## src/rtl/pet_combat_sequencer_if.sv

```systemverilog
// Signal bundle between the pet-select FSM, the combat sequencer and the display/HEX logic.
// Names follow the sequencer's point of view: i_ flows into it, o_ flows out of it.
interface pet_combat_sequencer_if;
   logic       i_start;
   logic [8:0] i_p1_pet;
   logic [8:0] i_p2_pet;
   logic [4:0] i_kstates;
   logic       o_busy;
   logic       o_done;
   logic [1:0] o_winner;
   logic [2:0] o_p1_hp;
   logic [2:0] o_p2_hp;
   logic       o_turn;
   logic [7:0] o_rounds;
   logic [3:0] o_state_dbg;

   modport master (
      output i_start, i_p1_pet, i_p2_pet, i_kstates,
      input  o_busy, o_done, o_winner, o_p1_hp, o_p2_hp, o_turn, o_rounds, o_state_dbg
   );

   modport slave (
      input  i_start, i_p1_pet, i_p2_pet, i_kstates,
      output o_busy, o_done, o_winner, o_p1_hp, o_p2_hp, o_turn, o_rounds, o_state_dbg
   );
endinterface

```

## src/rtl/pet_combat_sequencer.sv

```systemverilog
// Turn-based pet combat controller: collects one action per player per round,
// resolves damage, tracks HP and rounds, and reports the winner with a done pulse.
module pet_combat_sequencer #(
   parameter logic [15:0] TIMEOUT_CYCLES = 16'd50000,
   parameter logic [7:0]  MAX_ROUNDS     = 8'd16
) (
   input logic                   clk,
   input logic                   reset,
   pet_combat_sequencer_if.slave bus
);

   typedef enum logic [3:0] {
      IDLE    = 4'd0,
      LOAD    = 4'd1,
      WAIT_P1 = 4'd2,
      REL_P1  = 4'd3,
      WAIT_P2 = 4'd4,
      REL_P2  = 4'd5,
      RESOLVE = 4'd6,
      CHECK   = 4'd7,
      DONE    = 4'd8
   } state_t;

   localparam logic [4:0] KEY_P1_ATK = 5'd9;
   localparam logic [4:0] KEY_P1_DEF = 5'd10;
   localparam logic [4:0] KEY_P2_ATK = 5'd11;
   localparam logic [4:0] KEY_P2_DEF = 5'd12;

   state_t      r_state;
   logic [2:0]  r_p1Atk, r_p1DefStat, r_p2Atk, r_p2DefStat;
   logic        r_p1Defend, r_p2Defend;
   logic [15:0] r_timer;
   logic [2:0]  r_p1Hp, r_p2Hp;
   logic [7:0]  r_rounds;
   logic [1:0]  r_winner;
   logic        r_busy, r_done, r_turn;

   logic       w_p1Key, w_p2Key, w_timeout, w_p2Strikes;
   logic [3:0] w_p1EffDef, w_p2EffDef, w_dmgToP1, w_dmgToP2;
   logic [2:0] w_p2HpAfterP1, w_p1HpNext;

   assign w_p1Key   = (bus.i_kstates == KEY_P1_ATK) || (bus.i_kstates == KEY_P1_DEF);
   assign w_p2Key   = (bus.i_kstates == KEY_P2_ATK) || (bus.i_kstates == KEY_P2_DEF);
   assign w_timeout = (r_timer == TIMEOUT_CYCLES - 16'd1);

   // P1 strikes first; P2 only strikes back if it chose attack and is still standing.
   assign w_p2EffDef    = {1'b0, r_p2DefStat} + {3'b000, r_p2Defend};
   assign w_dmgToP2     = ({1'b0, r_p1Atk} > w_p2EffDef) ? ({1'b0, r_p1Atk} - w_p2EffDef) : 4'd1;
   assign w_p2HpAfterP1 = r_p1Defend ? r_p2Hp :
                          (({1'b0, r_p2Hp} > w_dmgToP2) ? (r_p2Hp - w_dmgToP2[2:0]) : 3'd0);

   assign w_p1EffDef  = {1'b0, r_p1DefStat} + {3'b000, r_p1Defend};
   assign w_dmgToP1   = ({1'b0, r_p2Atk} > w_p1EffDef) ? ({1'b0, r_p2Atk} - w_p1EffDef) : 4'd1;
   assign w_p2Strikes = !r_p2Defend && (w_p2HpAfterP1 != 3'd0);
   assign w_p1HpNext  = !w_p2Strikes ? r_p1Hp :
                        (({1'b0, r_p1Hp} > w_dmgToP1) ? (r_p1Hp - w_dmgToP1[2:0]) : 3'd0);

   // Status outputs are updated alongside the state so they always match the state register.
   always_ff @(posedge clk) begin
      if (!reset) begin
         r_state     <= IDLE;
         r_p1Atk     <= 3'd0;
         r_p1DefStat <= 3'd0;
         r_p2Atk     <= 3'd0;
         r_p2DefStat <= 3'd0;
         r_p1Defend  <= 1'b0;
         r_p2Defend  <= 1'b0;
         r_timer     <= 16'd0;
         r_p1Hp      <= 3'd0;
         r_p2Hp      <= 3'd0;
         r_rounds    <= 8'd0;
         r_winner    <= 2'b00;
         r_busy      <= 1'b0;
         r_done      <= 1'b0;
         r_turn      <= 1'b0;
      end else begin
         r_done <= 1'b0;
         case (r_state)
            IDLE: begin
               if (bus.i_start) begin
                  r_state <= LOAD;
                  r_busy  <= 1'b1;
               end
            end
            LOAD: begin
               r_p1Atk     <= bus.i_p1_pet[8:6];
               r_p1DefStat <= bus.i_p1_pet[5:3];
               r_p2Atk     <= bus.i_p2_pet[8:6];
               r_p2DefStat <= bus.i_p2_pet[5:3];
               r_p1Hp      <= bus.i_p1_pet[2:0];
               r_p2Hp      <= bus.i_p2_pet[2:0];
               r_rounds    <= 8'd0;
               r_winner    <= 2'b00;
               r_timer     <= 16'd0;
               r_turn      <= 1'b0;
               r_state     <= ((bus.i_p1_pet[2:0] == 3'd0) || (bus.i_p2_pet[2:0] == 3'd0)) ? CHECK : WAIT_P1;
            end
            WAIT_P1: begin
               if (w_p1Key) begin
                  r_p1Defend <= (bus.i_kstates == KEY_P1_DEF);
                  r_timer    <= 16'd0;
                  r_state    <= REL_P1;
               end else if (w_timeout) begin
                  r_p1Defend <= 1'b1;
                  r_timer    <= 16'd0;
                  r_turn     <= 1'b1;
                  r_state    <= WAIT_P2;
               end else begin
                  r_timer <= r_timer + 16'd1;
               end
            end
            REL_P1: begin
               if (!w_p1Key) begin
                  r_turn  <= 1'b1;
                  r_state <= WAIT_P2;
               end
            end
            WAIT_P2: begin
               if (w_p2Key) begin
                  r_p2Defend <= (bus.i_kstates == KEY_P2_DEF);
                  r_timer    <= 16'd0;
                  r_state    <= REL_P2;
               end else if (w_timeout) begin
                  r_p2Defend <= 1'b1;
                  r_timer    <= 16'd0;
                  r_turn     <= 1'b0;
                  r_state    <= RESOLVE;
               end else begin
                  r_timer <= r_timer + 16'd1;
               end
            end
            REL_P2: begin
               if (!w_p2Key) begin
                  r_turn  <= 1'b0;
                  r_state <= RESOLVE;
               end
            end
            RESOLVE: begin
               r_p2Hp   <= w_p2HpAfterP1;
               r_p1Hp   <= w_p1HpNext;
               r_rounds <= (r_rounds == 8'hFF) ? r_rounds : r_rounds + 8'd1;
               r_state  <= CHECK;
            end
            CHECK: begin
               if ((r_p1Hp == 3'd0) && (r_p2Hp == 3'd0)) begin
                  r_winner <= 2'b11;
                  r_done   <= 1'b1;
                  r_state  <= DONE;
               end else if (r_p2Hp == 3'd0) begin
                  r_winner <= 2'b01;
                  r_done   <= 1'b1;
                  r_state  <= DONE;
               end else if (r_p1Hp == 3'd0) begin
                  r_winner <= 2'b10;
                  r_done   <= 1'b1;
                  r_state  <= DONE;
               end else if (r_rounds == MAX_ROUNDS) begin
                  r_winner <= (r_p1Hp > r_p2Hp) ? 2'b01 : ((r_p2Hp > r_p1Hp) ? 2'b10 : 2'b11);
                  r_done   <= 1'b1;
                  r_state  <= DONE;
               end else begin
                  r_turn  <= 1'b0;
                  r_state <= WAIT_P1;
               end
            end
            DONE: begin
               r_busy  <= 1'b0;
               r_state <= IDLE;
            end
            default: begin
               r_busy  <= 1'b0;
               r_state <= IDLE;
            end
         endcase
      end
   end

   assign bus.o_busy      = r_busy;
   assign bus.o_done      = r_done;
   assign bus.o_winner    = r_winner;
   assign bus.o_p1_hp     = r_p1Hp;
   assign bus.o_p2_hp     = r_p2Hp;
   assign bus.o_turn      = r_turn;
   assign bus.o_rounds    = r_rounds;
   assign bus.o_state_dbg = r_state;

endmodule
```

## src/flat_wrapper.sv

```systemverilog
// flat-port wrapper written by rule: the top's interface ports become plain ports
module pet_combat_sequencer_flat 
#(
   parameter logic [15:0] TIMEOUT_CYCLES = 16'd50000,
   parameter logic [7:0]  MAX_ROUNDS     = 8'd16
)
  (clk, reset, bus_i_start, bus_i_p1_pet, bus_i_p2_pet, bus_i_kstates, bus_o_busy, bus_o_done, bus_o_winner, bus_o_p1_hp, bus_o_p2_hp, bus_o_turn, bus_o_rounds, bus_o_state_dbg);
  pet_combat_sequencer_if bus_i ();
  input logic clk;
  input logic reset;
  input wire logic [$bits(bus_i.i_start)-1:0] bus_i_start;
  input wire logic [$bits(bus_i.i_p1_pet)-1:0] bus_i_p1_pet;
  input wire logic [$bits(bus_i.i_p2_pet)-1:0] bus_i_p2_pet;
  input wire logic [$bits(bus_i.i_kstates)-1:0] bus_i_kstates;
  output wire logic [$bits(bus_i.o_busy)-1:0] bus_o_busy;
  output wire logic [$bits(bus_i.o_done)-1:0] bus_o_done;
  output wire logic [$bits(bus_i.o_winner)-1:0] bus_o_winner;
  output wire logic [$bits(bus_i.o_p1_hp)-1:0] bus_o_p1_hp;
  output wire logic [$bits(bus_i.o_p2_hp)-1:0] bus_o_p2_hp;
  output wire logic [$bits(bus_i.o_turn)-1:0] bus_o_turn;
  output wire logic [$bits(bus_i.o_rounds)-1:0] bus_o_rounds;
  output wire logic [$bits(bus_i.o_state_dbg)-1:0] bus_o_state_dbg;
  assign bus_i.i_start = bus_i_start;
  assign bus_i.i_p1_pet = bus_i_p1_pet;
  assign bus_i.i_p2_pet = bus_i_p2_pet;
  assign bus_i.i_kstates = bus_i_kstates;
  assign bus_o_busy = bus_i.o_busy;
  assign bus_o_done = bus_i.o_done;
  assign bus_o_winner = bus_i.o_winner;
  assign bus_o_p1_hp = bus_i.o_p1_hp;
  assign bus_o_p2_hp = bus_i.o_p2_hp;
  assign bus_o_turn = bus_i.o_turn;
  assign bus_o_rounds = bus_i.o_rounds;
  assign bus_o_state_dbg = bus_i.o_state_dbg;
  pet_combat_sequencer #(.TIMEOUT_CYCLES(TIMEOUT_CYCLES), .MAX_ROUNDS(MAX_ROUNDS)) u_core (.clk(clk), .reset(reset), .bus(bus_i));
endmodule
```

## config.mk

```make
export PLATFORM = sky130hd
export DESIGN_NAME = pet_combat_sequencer_flat
export DESIGN_NICKNAME = d
export VERILOG_FILES = /design/src/rtl/pet_combat_sequencer_if.sv /design/src/rtl/pet_combat_sequencer.sv /design/src/flat_wrapper.sv
export SDC_FILE = /design/constraint.sdc
export NUM_CORES = 1
export LEC_CHECK = 0
export CORE_MARGIN = 5
export CORE_UTILIZATION = 40
export CTS_CLUSTER_SIZE = 30
export DETAILED_ROUTE_END_ITERATION = 10
export GPL_ROUTABILITY_DRIVEN = 0
export SYNTH_ARGS = -nofsm -noshare
export SYNTH_HDL_FRONTEND = slang
export SYNTH_SLANG_ARGS = --single-unit
```

## constraint.sdc

```tcl
create_clock -name clk -period 10.8 [get_ports clk]
set_input_delay 1.62 -clock clk [delete_from_list [all_inputs] [get_ports clk]]
set_output_delay 1.62 -clock clk [all_outputs]
set_load 0.02 [all_outputs]
```

==> results of run 1 <==
==> Yosys cell counts, types with 3 or more instances <==
cell | count | area, um2
nand3_1 | 14 | 70.1
nor3_1 | 8 | 40.0
clkbuf_1 | 7 | 26.3
nand2b_1 | 5 | 31.3
a31oi_1 | 11 | 68.8
dfxtp_1 | 53 | 1060
mux2i_1 | 3 | 30.0
nor3_2 | 3 | 30.0
a211oi_1 | 4 | 30.0
nand3b_1 | 3 | 22.5
o211ai_1 | 6 | 45.0
and4_1 | 3 | 26.3
a211o_1 | 4 | 35.0
o2111ai_1 | 3 | 26.3
nand2_1 | 64 | 240
a311o_1 | 3 | 30.0
buf_2 | 10 | 50.1
nand4bb_1 | 3 | 33.8
o21ai_1 | 3 | 15.0
nor3b_1 | 4 | 30.0
xnor2_1 | 6 | 52.6
o21ai_0 | 8 | 40.0
a22o_1 | 5 | 43.8
a21oi_1 | 35 | 175
nor2_1 | 25 | 93.8
xor2_1 | 9 | 78.8
ha_1 | 22 | 275
inv_1 | 27 | 101
and3_1 | 5 | 31.3
o31ai_1 | 3 | 22.5
nor2b_1 | 6 | 37.5
fa_1 | 4 | 80.1
==> worst paths after layout <==
path | from | endpoint | slack [ns]
hold / removal | u_core.r_p2Atk[0] | u_core.r_p2Atk[0] | 0.46
hold reg to reg | u_core.r_p2Atk[0] | u_core.r_p2Atk[0] | 0.46
setup reg to reg | u_core.r_p2Defend | u_core.bus.o_p1_hp[1] | 6.83
setup / recovery | u_core.r_p2Defend | u_core.bus.o_p1_hp[1] | 6.83
==> sequential cells by signal (all words and copies together), names as in the netlist, 2 cells and up <==
| register | count |
|---|---|
| u_core.r_timer | 16 |
| u_core.bus.o_rounds | 8 |
| u_core.bus.o_state_dbg | 4 |
| u_core.bus.o_p1_hp | 3 |
| u_core.bus.o_p2_hp | 3 |
| u_core.r_p1Atk | 3 |
| u_core.r_p1DefStat | 3 |
| u_core.r_p2Atk | 3 |
| u_core.r_p2DefStat | 3 |
| u_core.bus.o_winner | 2 |
==> power by group through the flow <==
stage	Sequential, mW	Combinational, mW	Clock [mW]
6_report	0.269	0.501	0.125
5_1_grt	0.276	0.570	0.138
4_1_cts	0.269	0.503	0.130
3_5_place_dp	0.273	0.500	0
3_3_place_gp	0.273	0.492	0
2_1_floorplan	0.271	0.383	0
==> layout make-up <==
cell class | instances | area [um2] | area share (%)
repair buffers | 50 | 499 | 12.2
clock inverters | 1 | 5.00 | 0.122
flip-flops and latches | 53 | 1060 | 25.9
well taps | 105 | 131 | 3.21
multi-input cells | 317 | 2200 | 53.7
clock buffers | 7 | 96.3 | 2.35
inverters | 27 | 101 | 2.48
==> worst reg2reg max path, delay by kind of cell, from the launching register on <==
family                     cells  cell delay, ns
AOI/OAI and AO/OA              4            1.32
xor gates and xnor gates       1            0.17
adders and majority gates      4            1.28
buffers and inverters          1            0.06
DFF                            1            0.37
and+or+nand+nor                4            0.69
==> through the flow <==
| step | hold WS (ns) | cell area, um2 | util [%] |
|---|---|---|---|
| 2_1_floorplan | 0.433 | 3440 | - |
| 3_3_place_gp | 0.444 | 3980 | 48.0 |
| 3_5_place_dp | 0.449 | 3980 | 48.0 |
| 4_1_cts | 0.463 | 4080 | 49.2 |
| 5_1_grt | 0.484 | 4090 | 49.3 |
| 6_report | 0.462 | 4090 | 49.3 |
==> layer usage <==
metal	vias up	global-route usage, %
li1	1586	-
met1	1437	22.2
met2	48	25.9
met3	7	3.32
met4	0	3.78
met5	-	0
==> cells by family (layout without fill, tap and decap cells) <==
family / Yosys count / count (layout) / share of synthesized area, %
fa+ha+maj: 26 / 26 / 10.3
xor+xnor: 15 / 15 / 3.82
buf+inv: 45 / 85 / 5.27
mux: 3 / 3 / 0.872
simple gates: 158 / 158 / 24.0
compound gates: 115 / 115 / 24.9
flops: 53 / 53 / 30.8
==> out/metrics.cfg, run 1 <==
[outcome]
status=complete, no violations

[critical_path]
cp.required_ns=11.01
cp_data_arrival_time_ns=4.19
rr_worst_depth=14
critical_path_buf_inv_count=1
crit_chain=ha_1, ha_1, inv_1, ha_1, and3_1, a31oi_1, nor2b_1, nand2_1, fa_1, xnor2_1, a311o_1, a211oi_2, nor3_1, a311oi_1
endpoint_kind=flip-flop
critical-path-top-delay-family=compound AO/OA/AOI/OAI gates
worst_path_max_delay_cell=fa_1
slowest_delay_ns=0.44
critical_path.most_common_cell=ha_1
cp_num_cells=14
criticalPathCategory=reg -> reg
crit_fanout=5
crit_path_start_kind=flip-flop

[clock_network]
cts-root-buf=clkbuf_8
cts_buffer_depth=2
post-cts-setup-buffers=0
path_clk_slew_ns=0.10
cts_made_buffers=5
cts_resized=0
h-tree-depth=2
clock_sinks=53
cts_hold_buf=0
clock_latency_ns=0.31
cts_tree=yes

[floorplan]
ioPinCount=49
die_x_um=103
initial_utilization_pct=41.5
die_h_um=103
rows=33
coreArea_um2=8300
die_area_um2=10600

[final_layout]
final_cell_mix=nand2_1, dfxtp_1, clkdlybuf4s50_1
fin_cells=560
fin_nets=506
final_common_cell=nand2_1
drive_gt1_share_pct=6.59
fill_cells=823
syn2layout_area_growth_pct=18.9
num_antenna_cells=0

[power]
internal_power_mw=0.499
peakVddDrop_v=0.000150
p_comb_share_pct=55.9
p_per_area_nw_per_um2=219
power_mw=0.896
total_leakage_power_nw=1.47
switching_share_pct=44.2
p_clk_share_pct=14.0
p_seq_share_pct=30.1
p_sw_mw=0.396

[placement]
dp_cells=551
dp_slack_ns=6.43
post-dp-hpwl_um=6120
portBuffers=48

[timing]
fin_crit_sh_pct=36.8
fmax_mhz=252
setup_slack_ns=6.83
fin_crit_ns=3.97
max_slew_margin_pct=49.5
tightest_slew_ns=0.757
hold_viol=0
drv_slew=0
rsz0062_at_grt=no
final-setup-viol-count=0
tns_ns=0
finalClockSkew_ns=0.00913

[detailed_routing]
vias=3078
wl_per_cell_um=14.7
wirelength_um=8220
first_iter_violations=142
drtAntennaViolNets=0
drt-vias-per-instance=5.50
route.detailed.drc=0
routed-wl-met3_um=304
wl_met1_um=4070
wl_met2_um=3770
drt-pass1-iter-count=4
top_layer_used=met4

[yosys]
synth_flop_cell=dfxtp_1
ys_seq_elements=53
synth.avg_cell_area_um2=8.29
ys_types=66
synthCells=415
syn_area_um2=3440
yosysWarnings=0
postSynth.asyncResetShare_pct=0
syn-num-nets=467
synth-edff-count=0
yosysSeqAreaShare_pct=30.8

[grt]
grt_antenna_before_repair=0
grt_pass1_vias=2972
grt.total_usage_pct=16.1
overflow=0
grt_pass1_wl_um=13800
grt_max_degree=25

[hold_path]
hold_class=reg -> reg
holdPathStages=2

[job]
max_cap_violations=0

Power figures use the tool's default switching activity.
==> run 2, diff against run 1 <==
- clock period: 10.8 -> 3.5 ns (I/O delays scaled with it)
==> out/metrics.cfg, run 2 (synthesis gave the netlist of run 1 again) <==
[timing]
final-setup-viol-count=0
finalClockSkew_ns=0.00915
tightest_slew_ns=0.787
tns_ns=0
max_slew_margin_pct=47.5
fin_crit_ns=3.39
fmax_mhz=295
hold_viol=0
hold_ws_ns=0.463
fin_crit_sh_pct=96.8
drv_slew=0

[final_layout]
final_common_cell=nand2_1
fin_util_pct=51.9
largest_register_ffs=16
drive_gt1_share_pct=13.9
fill_cells=790
regMostFlops=u_core.r_timer
fin_cells=572
fin_nets=518
num_antenna_cells=0
final_cell_mix=nand2_1, dfxtp_1, clkdlybuf4s50_1
final_area_um2=4300
syn2layout_area_growth_pct=25.0

[floorplan]
coreArea_um2=8300
die_area_um2=10600
die_h_um=103
rows=33
ioPinCount=49
die_x_um=103
initial_utilization_pct=41.5

[power]
switching_share_pct=44.1
p_sw_mw=1.36
internal_power_mw=1.73
p_seq_share_pct=27.2
p_clk_share_pct=12.5
p_comb_share_pct=60.3
total_leakage_power_nw=1.53
p_per_area_nw_per_um2=718
peakVddDrop_v=0.000457

[hold_path]
hold_class=reg -> reg

[placement]
place_area_um2=4050
dp_cells=559
post-dp-hpwl_um=6340
portBuffers=48

[critical_path]
crit_chain=ha_4, ha_4, xnor2_1, ha_1, and3_4, a31oi_4, nor2b_4, nand2_1, ha_2, inv_2, fa_2, inv_2, a311o_1, a211oi_4, or2_1, a311oi_2
endpoint_kind=flip-flop
crit_path_start_kind=flip-flop
worst_path_max_delay_cell=fa_2
cp_data_arrival_time_ns=3.55
cp.required_ns=3.66
slowest_delay_ns=0.53
crit_fanout=5
criticalPathCategory=reg -> reg

[grt]
overflow=0
grt_max_degree=25
grt_pass1_vias=3097
grt.total_usage_pct=16.9
grt_pass1_wl_um=14700
grt_antenna_before_repair=0

[clock_network]
cts_buffer_depth=2
clock_sinks=53
path_clk_slew_ns=0.10
clock_latency_ns=0.30
h-tree-depth=2
cts-root-buf=clkbuf_8
cts_tree=yes
cts_made_buffers=5
cts_hold_buf=0

[job]
max_cap_violations=0

[detailed_routing]
drt-pass1-iter-count=4
drt-vias-per-instance=5.54
route.detailed.drc=0
drtAntennaViolNets=0
vias=3167
first_iter_violations=149
wirelength_um=8730
wl_per_cell_um=15.3

[outcome]
status=complete, no violations

run 2: cell types whose count changed in the layout (fill, tap and decap cells not counted), sizes merged:
cell  delta
buf     +12
run 2: critical path: cells and delay by family, from the launching register on:
family | cells | cell delay [ns]
adders and majority gates | 5 | 1.33
AOI/OAI and AO/OA | 4 | 0.75
and+or+nand+nor | 4 | 0.61
xor gates and xnor gates | 1 | 0.12
buffers and inverters | 2 | 0.08
DFF | 1 | 0.35
run 2: power groups by stage:
stage          Clock [mW]  Sequential [mW]  Combinational (mW)
2_1_floorplan           0            0.837                1.19
3_3_place_gp            0            0.845                1.56
6_report            0.385            0.841                1.86
3_5_place_dp            0            0.846                1.61
4_1_cts             0.397            0.834                1.69
5_1_grt             0.422            0.860                2.08
run 2: what timing repair did:
| action | in CTS | in global routing |
|---|---|---|
| pin swaps | 4 | 14 |
| endpoints found under the setup margin | 3 | 3 |
| gates resized for setup | 8 | 22 |
| setup buffers | 2 | 3 |
run 2: cell type report:
cell class                      count  area [um2]  share of cell area, %
Multi-Input combinational cell    317        2320                   53.9
Clock buffer                        7        96.3                   2.24
Tap cell                          105         131                   3.05
Sequential cell                    53        1060                   24.7
Inverter                           27         101                   2.35
Timing Repair Buffer               62         586                   13.6
Clock inverter                      1        5.00                  0.116
run 2: worst paths after layout:
| path | from | to | slack [ns] | cells after the start |
|---|---|---|---|---|
| hold reg to reg | u_core.r_p1Atk[0] | u_core.r_p1Atk[0] | 0.46 | 2 |
| setup reg to reg | u_core.r_p2Defend | u_core.bus.o_p1_hp[1] | 0.11 | 16 |
| setup / recovery | u_core.r_p2Defend | u_core.bus.o_p1_hp[1] | 0.11 | 16 |
| hold / removal | u_core.r_p1Atk[0] | u_core.r_p1Atk[0] | 0.46 | 2 |
run 2: per-stage QoR:
| stage | setup slack, ns | total power [mW] |
|---|---|---|
| floorplan | 0.0161 | 2.03 |
| global placement | 0.0462 | 2.41 |
| detailed placement | -0.0961 | 2.46 |
| CTS | 0.000135 | 2.92 |
| global route | -0.0274 | 3.36 |
| finish | 0.113 | 3.09 |
run 2: per-layer routing:
layer	GRT usage (%)	vias up	wire, um
met5	0	-	0
met4	3.98	0	110
met3	3.32	12	271
met2	27.6	55	4140
met1	23.0	1494	4210
li1	-	1606	-
